`src/rtl/ring_osc_freq_counter.sv`:
```
// Ring oscillator enable and frequency counter: synchronises the selected ring,
// counts its rising edges over a programmable gate window and latches the result.
module ring_osc_freq_counter #(
  parameter int unsigned NUM_RINGS     = 4,
  parameter int unsigned SEL_W         = 2,
  parameter int unsigned GATE_W        = 16,
  parameter int unsigned COUNT_W       = 24,
  parameter int unsigned SETTLE_CYCLES = 8
) (
  input  logic                 clk,
  input  logic                 rst_n,
  input  logic                 ena,
  input  logic [NUM_RINGS-1:0] ring_in,
  output logic [NUM_RINGS-1:0] ring_en,
  input  logic [SEL_W-1:0]     sel,
  input  logic [GATE_W-1:0]    gate_cycles,
  input  logic                 continuous,
  input  logic                 start,
  output logic                 busy,
  output logic                 done,
  output logic [COUNT_W-1:0]   count,
  output logic                 overflow,
  output logic                 sel_err
);

  localparam int unsigned SETTLE_W = $clog2(SETTLE_CYCLES);

  localparam logic [1:0] ST_IDLE    = 2'd0;
  localparam logic [1:0] ST_SETTLE  = 2'd1;
  localparam logic [1:0] ST_MEASURE = 2'd2;
  localparam logic [1:0] ST_DONE    = 2'd3;

  localparam logic [COUNT_W-1:0] ACC_MAX = '1;

  logic [1:0]           state, state_d;
  logic [NUM_RINGS-1:0] sync1, sync2;
  logic                 sync3;
  logic                 sel_bit, edge_det;
  logic [SEL_W-1:0]     sel_q, sel_d;
  logic                 sel_err_d;
  logic [GATE_W-1:0]    gate_q, gate_d;
  logic [GATE_W-1:0]    gate_cnt, gate_cnt_d;
  logic [SETTLE_W-1:0]  settle_cnt, settle_cnt_d;
  logic [COUNT_W-1:0]   acc, acc_d;
  logic                 ovf_flag, ovf_flag_d;
  logic [NUM_RINGS-1:0] ring_en_d;
  logic                 busy_d, done_d, overflow_d;
  logic [COUNT_W-1:0]   count_d;

  // Mux on the latched select ahead of the third flop; invalid selects read as 0.
  always_comb begin
    sel_bit = 1'b0;
    for (int i = 0; i < int'(NUM_RINGS); i++) begin
      if (!sel_err && sel_q == SEL_W'(i)) sel_bit = sync2[i];
    end
  end

  assign edge_det = sel_bit & ~sync3;

  // Next-state and registered-output logic.
  always_comb begin
    state_d      = state;
    sel_d        = sel_q;
    sel_err_d    = sel_err;
    gate_d       = gate_q;
    gate_cnt_d   = gate_cnt;
    settle_cnt_d = settle_cnt;
    acc_d        = acc;
    ovf_flag_d   = ovf_flag;
    count_d      = count;
    overflow_d   = overflow;
    ring_en_d    = '0;
    busy_d       = 1'b0;
    done_d       = 1'b0;

    case (state)
      ST_IDLE: begin
        if (start && ena) begin
          sel_d        = sel;
          sel_err_d    = (32'(sel) >= NUM_RINGS);
          gate_d       = (gate_cycles == '0) ? GATE_W'(1) : gate_cycles;
          acc_d        = '0;
          ovf_flag_d   = 1'b0;
          settle_cnt_d = SETTLE_W'(SETTLE_CYCLES - 1);
          state_d      = ST_SETTLE;
        end
      end
      ST_SETTLE: begin
        if (settle_cnt == '0) begin
          gate_cnt_d = gate_q;
          state_d    = ST_MEASURE;
        end else begin
          settle_cnt_d = settle_cnt - SETTLE_W'(1);
        end
      end
      ST_MEASURE: begin
        if (edge_det && !sel_err) begin
          if (acc == ACC_MAX) ovf_flag_d = 1'b1;
          else                acc_d      = acc + COUNT_W'(1);
        end
        if (gate_cnt == GATE_W'(1)) state_d    = ST_DONE;
        else                        gate_cnt_d = gate_cnt - GATE_W'(1);
      end
      ST_DONE: begin
        if (continuous) begin
          acc_d        = '0;
          ovf_flag_d   = 1'b0;
          settle_cnt_d = SETTLE_W'(SETTLE_CYCLES - 1);
          state_d      = ST_SETTLE;
        end else begin
          state_d = ST_IDLE;
        end
      end
      default: state_d = ST_IDLE;
    endcase

    // Result is published as the machine enters DONE, so it is visible with the pulse.
    if (state_d == ST_DONE) begin
      count_d    = acc_d;
      overflow_d = ovf_flag_d;
      done_d     = 1'b1;
    end
    busy_d = (state_d == ST_SETTLE) || (state_d == ST_MEASURE);
    for (int i = 0; i < int'(NUM_RINGS); i++) begin
      ring_en_d[i] = (state_d != ST_IDLE) && !sel_err_d && (sel_d == SEL_W'(i));
    end
  end

  always_ff @(posedge clk) begin
    if (!rst_n) begin
      state      <= ST_IDLE;
      sync1      <= '0;
      sync2      <= '0;
      sync3      <= 1'b0;
      sel_q      <= '0;
      sel_err    <= 1'b0;
      gate_q     <= '0;
      gate_cnt   <= '0;
      settle_cnt <= '0;
      acc        <= '0;
      ovf_flag   <= 1'b0;
      count      <= '0;
      overflow   <= 1'b0;
      ring_en    <= '0;
      busy       <= 1'b0;
      done       <= 1'b0;
    end else begin
      state      <= state_d;
      sync1      <= ring_in;
      sync2      <= sync1;
      sync3      <= sel_bit;
      sel_q      <= sel_d;
      sel_err    <= sel_err_d;
      gate_q     <= gate_d;
      gate_cnt   <= gate_cnt_d;
      settle_cnt <= settle_cnt_d;
      acc        <= acc_d;
      ovf_flag   <= ovf_flag_d;
      count      <= count_d;
      overflow   <= overflow_d;
      ring_en    <= ring_en_d;
      busy       <= busy_d;
      done       <= done_d;
    end
  end

endmodule

```
`config.mk`:
```
export PLATFORM = sky130hd
export DESIGN_NAME = ring_osc_freq_counter
export DESIGN_NICKNAME = d
export VERILOG_FILES = /design/src/rtl/ring_osc_freq_counter.sv
export SDC_FILE = /design/constraint.sdc
export NUM_CORES = 1
export LEC_CHECK = 0
export ABC_AREA = 1
export ABC_CLOCK_PERIOD_IN_PS = 3700
export BUFFER_PORTS_ARGS = -buffer_cell sky130_fd_sc_hd__buf_2
export CAP_MARGIN = 10
export CORE_MARGIN = 2
export CORE_UTILIZATION = 35
export DETAILED_ROUTE_END_ITERATION = 8
export SYNTH_ARGS = -nofsm -noshare
export SYNTH_HDL_FRONTEND = slang
export SYNTH_SLANG_ARGS = --single-unit
```
`constraint.sdc`:
```
create_clock -name clk -period 3.7 [get_ports clk]
set_clock_uncertainty 0.1 [all_clocks]
set_input_delay 0.74 -clock clk [delete_from_list [all_inputs] [get_ports clk]]
set_output_delay 0.74 -clock clk [all_outputs]
set_load 0.01 [all_outputs]
```
# Word level (Yosys, flattened, before mapping)
# Cells that the tools add are included.
# totals
regBits	105
out_inout_bits	32
wordCells	97
# op_classes
n_addsub	3
n_eq_ne	19
muxes	32
bitwise_logic	2
reduce_logical	25
# ops
op	n
$mux W24	4
$pmux W24 S3	1
$mux W16	3
$pmux W16 S2	1
$add A24 B1 Y24 const B	1
$eq A24 B24 Y1 const B	1
$eq A16 B1 Y1 const B	1
$eq A2 B2 Y1 const B	8
$logic_not A16 Y1	1
$sub A16 B1 Y16 const B	1
$mux W1	12
$logic_and A1 B1 Y1	11
$mux W2	5
$ne A2 B2 Y1 const B	5
$mux W3	3
$pmux W3 S3	1
$eq A2 B1 Y1 const B	4
$pmux W2 S4	1
$logic_not A2 Y1	3
$reduce_and A4 Y1	1
$reduce_bool A2 Y1	2
$logic_not A3 Y1	1
$pmux W1 S3	1
$reduce_and A3 Y1	1
other kinds (7)	8

# Logic depth before layout (Yosys ltp)
# Gate-level depths: netlist of run 1.
# logic_depth
depth_word	10
depth_mapped	16

# Worst setup path after synthesis of run 1
# Ideal clock, no wire load.
# synth_timing
kind	input to register
start	input start
end	register count[18]
setup_time_ns	0.109
t_arrival_ns	2.101
t_required_ns	3.491
slack_ns	1.390
path_stages	12
n_path_buf	2
path_cell_list	nand2_1 > nor2_1 > inv_1 > o211ai_1 > o21ai_0 > ha_1 > clkbuf_1 > clkbuf_1 > nor2_1 > nor2_1 > nand2_1 > inv_1
# synth_via
elab_chain_cells	4
elab_cells_between_ends	6
# synth_lines
element	line	source
start, declared	18	input logic start,
$logic_and A1 B1 Y1	78	if (start && ena) begin
$mux W2	78	
$pmux W2 S4	76	case (state)
via state_d[1]	35	logic [1:0] state, state_d;
$eq A2 B2 Y1	118	if (state_d == ST_DONE) begin
end signal, assigned	159	count <= count_d;
end, declared	21	output logic [COUNT_W-1:0] count,
# The timed path passes the listed nets, and every way through them passes these cells.
# A chain may end at the register's enable or synchronous reset.

# Worst setup path after layout of run 1
# layout_timing
start	register state[0]
end	register count[3]
# layout_via
elab_chain_cells	3
elab_cells_between_ends	10
# layout_lines
element	line	source
start, declared	35	
start signal, assigned	148	state <= state_d;
$eq A2 B2 Y1, or another cell as far along	76	
$pmux W2 S4 (*)	76	
via state_d[0]	35	
$eq A2 B2 Y1 (*)	118	
# The timed path passes the listed nets; every way through them passes the cells marked *.

==> impl_metrics.yaml, run 1 <==
sta:
  post-route-period-util_pct: 68.8
  rsz0062_at_grt: "false"
  setup-tns-final_ns: 0
  worst_pin_slew_ns: 0.802
  period_minus_slack_ns: 2.55
  relSlewSlack_pct: 46.5
  setup_viol: 0
  finalHoldViolations: 0
  fmax_ghz: 0.393
  fin_ws_ns: 1.15
  slew_violations: 0
layout:
  fillCellCount: 1693
  drive_gt1_share_pct: 16.9
  fin_nets: 911
  design_area_mm2: 0.00642
  antennaDiodeCount: 0
  syn_to_final_growth_pct: 13.9
  instances_no_fill: 1093
  finalCoreUtilization_pct: 40.6
clock_network:
  root_buffer: "clkbuf_16"
  ctsResizeCount: 0
  clk_pin_slew_ns: 0.07
  post_cts_buffers: 0
  cts_buffers: 9
  cts_tree: "done"
  cts_max_level: 3
  clock-sinks: 105
  clk_path_buf_depth: 2
  clk_latency_ns: 0.36
  ctsHoldBuffers: 0
setup_path:
  crit_buf_inv: 5
  path_max_fanout: 17
  max_stage_delay_ns: 0.44
  crit_chain: "inv_1, ha_1, inv_2, nor3_1, nand3_1, nand2_1, o21ai_0, inv_1, ha_2, buf_4, nor2_1, nor2_1, nand2_1, inv_1"
  critPathRequiredTime_ns: 3.90
  cp-start-kind: "flip-flop"
  cpMostUsedCell: "inv_1"
  crit_arrival_ns: 2.75
  path_delay_family: "simple AND/OR/NAND/NOR gates"
  setup.worst_path.end_class: "flip-flop"
  crit_slowest_cell: "ha_2"
  path_class: "flip-flop to flip-flop"
logic_synthesis:
  ys_seq_area_share_pct: 37.3
  yosysUniqueCellTypes: 38
  synth_top_family_by_area: "simple AND/OR/NAND/NOR gates"
  synth_nets: 866
  synthDominantCellAreaShare_pct: 37.3
  ys_ff_latch: 105
  synth_mux_area_share_pct: 0
  synthXorXnorAreaFrac_pct: 1.86
  synthSimpleGateAreaFrac_pct: 37.4
  synth.avg_cell_area_um2: 6.81
  synth_top_area_cell: "dfxtp_1"
  synthAdderAreaFrac_pct: 2.44
  synth_cells: 828
  syn_area_mm2: 0.00564
  synth_compound_area_share_pct: 11.1
  synthTopCellsByArea: "dfxtp_1 37%, nand2_1 12%, nor2_1 9.5%"
  synth_warnings: 0
power_and_ir_drop:
  ir_drop_uv: 218
  leakage_nw: 2.84
  pwr_density_cell_mw_per_mm2: 455
drt:
  wl_um: 12800
  antenna_left: 0
  drc: 0
  wl_per_cell_um: 11.7
  vias: 5067
  dr.pass1.iters: 4
  vias_per_cell: 4.64
  drt_iter0_markers: 222
floorplanning:
  dieArea_mm2: 0.0171
  coreArea_mm2: 0.0158
  ios: 59
  die_y_um: 131
  num_rows: 46
  dieWidth_um: 131
  floorplan.initialDensity_pct: 35.6
global_routing:
  globalRouteOverflowTotal: 0
  track_usage_pct: 16.1
  antenna_found_initial: 0
  grt_max_degree: 41
  first_global_vias: 4803
  grt_pass1_wl_um: 22200
placement:
  numPlacedInstances: 1078
  dp_slack_ns: 1.06
  post-dp-hpwl_um: 9080
  portBuffers: 58
  globalplace.congestion: 0.854
  placed_cell_area_mm2: 0.00612
run:
  cap_violations: 0
outcome:
  status: "finished clean"
hold_path:
  hp-class: "flip-flop to flip-flop"
-- where the power goes --
part	total, mW	leakage (nW)	internal [mW]	switching (mW)
Sequential	1.27	0.854	1.21	0.0531
Clock	0.982	0.146	0.533	0.449
Combinational	0.670	1.84	0.227	0.443
Total	2.92	2.84	1.97	0.946
-- per-stage QoR --
step                      power (mW)  hold slack (ns)
after floorplan                 1.81            0.286
after global placement          1.96            0.293
after detailed placement        1.97            0.297
after CTS                       2.96            0.312
after global routing            3.12            0.331
final                           2.92            0.309
-- sequential cells by signal, summed over array words and instances, names as in the netlist --
name and flops:
sync3 1, sync2 4, done 1, acc 24, gate_q 16, state 2, busy 1, sel_err 1
sel_q 2, count 24, gate_cnt 16, overflow 1, sync1 4, ovf_flag 1, ring_en 4, settle_cnt 3
-- per-layer routing --
layer | wire, um | GRT usage, % | up-vias
met1 | 6430 | 21.1 | 2265
met5 | 0 | 0 | -
met3 | 371 | 2.77 | 15
met2 | 5720 | 26.4 | 56
met4 | 222 | 6.45 | 0
li1 | - | - | 2731
-- worst register-to-register path: cells and delay by family, from the launching register on --
family | cells | cell delay [ns]
compound gates | 1 | 0.15
fa+ha+maj | 2 | 0.63
buf+inv | 5 | 0.61
flops | 1 | 0.34
simple gates | 6 | 0.68
-- cells in the final DEF, fill, tap and decap left out, drive strengths merged, types with 7 or more instances in the layout --
| cell | n |
|---|---|
| nor2 | 155 |
| xor2 | 9 |
| nor3 | 7 |
| nand3 | 86 |
| inv | 104 |
| dfxtp | 105 |
| ha | 11 |
| o211ai | 10 |
| buf | 67 |
| nand2 | 192 |
| a21oi | 42 |
| clkbuf | 9 |
| o21ai | 42 |
-- cells in the mapped netlist, drive strengths merged --
library cell    n
a211oi          6
a21boi          2
a21oi          42
a221oi          2
a41oi           1
buf            12
clkbuf         21
clkinv          1
dfxtp         105
ha             11
inv           101
nand2         192
nand3          86
nand3b          3
nand4           6
nor2          155
nor3            7
nor4            4
o211ai         10
o21ai          42
o22ai           1
o31ai           2
or2             4
xnor2           3
xor2            9
-- kinds of logic (layout without fill, tap and decap cells) --
logic type               count (synthesis)  in the layout
AO/OA/AOI/OAI                          108            108
XOR/XNOR                                12             12
adder cells (fa/ha/maj)                 11             11
buffers and inverters                  135            184
flip-flops                             105            105
AND/OR/NAND/NOR                        457            457
-- layout make-up --
type / instances / area (um2) / area share (%)
clock buffer: 9 / 225 / 3.51
clock inverter: 6 / 77.6 / 1.21
inverter: 102 / 383 / 5.96
multi-input combinational: 588 / 2980 / 46.4
sequential: 105 / 2100 / 32.7
tap: 216 / 270 / 4.21
timing repair buffer: 67 / 383 / 5.96
-- worst paths after layout --
kind / start / endpoint / slack, ns / cells past startpoint
max: state[0] / count[3] / 1.15 / 14
max reg2reg: state[0] / count[3] / 1.15 / 14
min reg2reg: sync1[1] / sync2[1] / 0.31 / 2
min: sync1[1] / sync2[1] / 0.31 / 2
No activity file was read; power rests on OpenSTA's default activity.
==> inputs of run 2 (changes only) <==
- ABC_CLOCK_PERIOD_IN_PS: 3700 -> 2400
- clock period: 3.7 -> 2.4 ns (I/O delays scaled with it)
==> impl_metrics.yaml, run 2 (same netlist as run 1, synthesis figures left out) <==
clock_network:
  cts_buffers: 9
  cts_tree: "done"
  root_buffer: "clkbuf_16"
  clk_latency_ns: 0.36
  cts_max_level: 3
  clock-sinks: 105
  clk_path_buf_depth: 2
  ctsHoldBuffers: 0
  clk_pin_slew_ns: 0.07
floorplanning:
  floorplan.initialDensity_pct: 35.6
  coreArea_mm2: 0.0158
  num_rows: 46
  ios: 59
  dieWidth_um: 131
  die_y_um: 131
  dieArea_mm2: 0.0171
placement:
  portBuffers: 58
  post-dp-hpwl_um: 9120
  globalplace.congestion: 0.847
  dp_slack_ns: 0.199
  numPlacedInstances: 1086
  placed_cell_area_mm2: 0.00619
setup_path:
  path_class: "flip-flop to flip-flop"
  crit_slowest_cell: "dfxtp_1"
  crit_chain: "inv_1, ha_1, nand2_1, a21oi_1, a211oi_1, nand2_1, o21ai_1, inv_1, ha_4, buf_12, nor2_1, nor2_1, nand2_1, inv_1"
  setup.worst_path.end_class: "flip-flop"
  cp-start-kind: "flip-flop"
  path_max_fanout: 24
  critPathRequiredTime_ns: 2.56
  max_stage_delay_ns: 0.37
  crit_arrival_ns: 2.32
sta:
  finalHoldViolations: 0
  rsz0062_at_grt: "false"
  relSlewSlack_pct: 61.7
  fin_ws_ns: 0.246
  period_minus_slack_ns: 2.15
  hold_ws_ns: 0.194
  fmax_ghz: 0.464
  worst_pin_slew_ns: 0.574
  setup-tns-final_ns: 0
  setup_viol: 0
  post-route-period-util_pct: 89.8
  slew_violations: 0
layout:
  antennaDiodeCount: 0
  finalCoreUtilization_pct: 41.1
  fin_nets: 920
  instances_no_fill: 1103
  fillCellCount: 1708
  design_area_mm2: 0.00650
  reg.largest.list: "acc: 24 flops, count: 24 flops"
  layout_commonest_cell: "nand2_1"
  layout_common_cells: "183 x nand2_1, 142 x nor2_1, 104 x dfxtp_1"
  drive_gt1_share_pct: 17.9
  syn_to_final_growth_pct: 15.3
global_routing:
  track_usage_pct: 16.1
  antenna_found_initial: 0
  grt_max_degree: 34
  grt_pass1_wl_um: 22100
  globalRouteOverflowTotal: 0
  first_global_vias: 4870
drt:
  dr.pass1.iters: 4
  drc: 0
  vias_per_cell: 4.65
  wl_per_cell_um: 11.6
  vias: 5134
  antenna_left: 0
  drt_iter0_markers: 303
  wl_um: 12800
power_and_ir_drop:
  pwr_density_cell_mw_per_mm2: 690
  leakage_nw: 2.88
  power_mw: 4.49
  ir_drop_uv: 355
run:
  cap_violations: 0
hold_path:
  hp-class: "input port to flip-flop"
outcome:
  status: "finished clean"
run 2: layout make-up:
cell class / count / area, um2 / share of cell area (%)
clock buffer: 10 / 229 / 3.52
clock inverter: 6 / 57.6 / 0.885
inverter: 102 / 383 / 5.89
multi-input combinational: 588 / 3000 / 46.1
sequential: 105 / 2100 / 32.3
tap: 216 / 270 / 4.16
timing repair buffer: 76 / 463 / 7.12
run 2: repair_timing:
item                                    in CTS  in global routing
hold endpoints to repair                     0                  0
resized for setup                            0                  5
setup buffers                                0                  1
endpoints found under the setup margin       0                 29
run 2: power breakdown:
part	internal, mW	switching, mW	total [mW]	leakage [nW]
logic	0.382	0.692	1.07	1.88
clock network	0.733	0.725	1.46	0.142
registers	1.87	0.0819	1.96	0.855
total	2.99	1.50	4.49	2.88
run 2: routing by layer:
metal	global-route usage (%)	share of wire, %
met4	6.01	1.4
met5	0	0
met2	26.3	45
met3	2.85	3.4
met1	21.2	50
run 2: worst paths after layout:
| kind | startpoint | end | slack, ns | cells after the start |
|---|---|---|---|---|
| max | state[1] | count[17] | 0.25 | 14 |
| min | ring_in[0] | sync1[0] | 0.19 | 3 |
| max reg2reg | state[1] | count[17] | 0.25 | 14 |
| min reg2reg | sync1[1] | sync2[1] | 0.31 | 2 |
run 2: critical path, delay by kind of cell (launching register included):
| kind | cells | cell delay, ns |
|---|---|---|
| buf+inv | 4 | 0.36 |
| fa+ha+maj | 2 | 0.45 |
| simple gates | 5 | 0.40 |
| flops | 1 | 0.37 |
| compound gates | 3 | 0.35 |
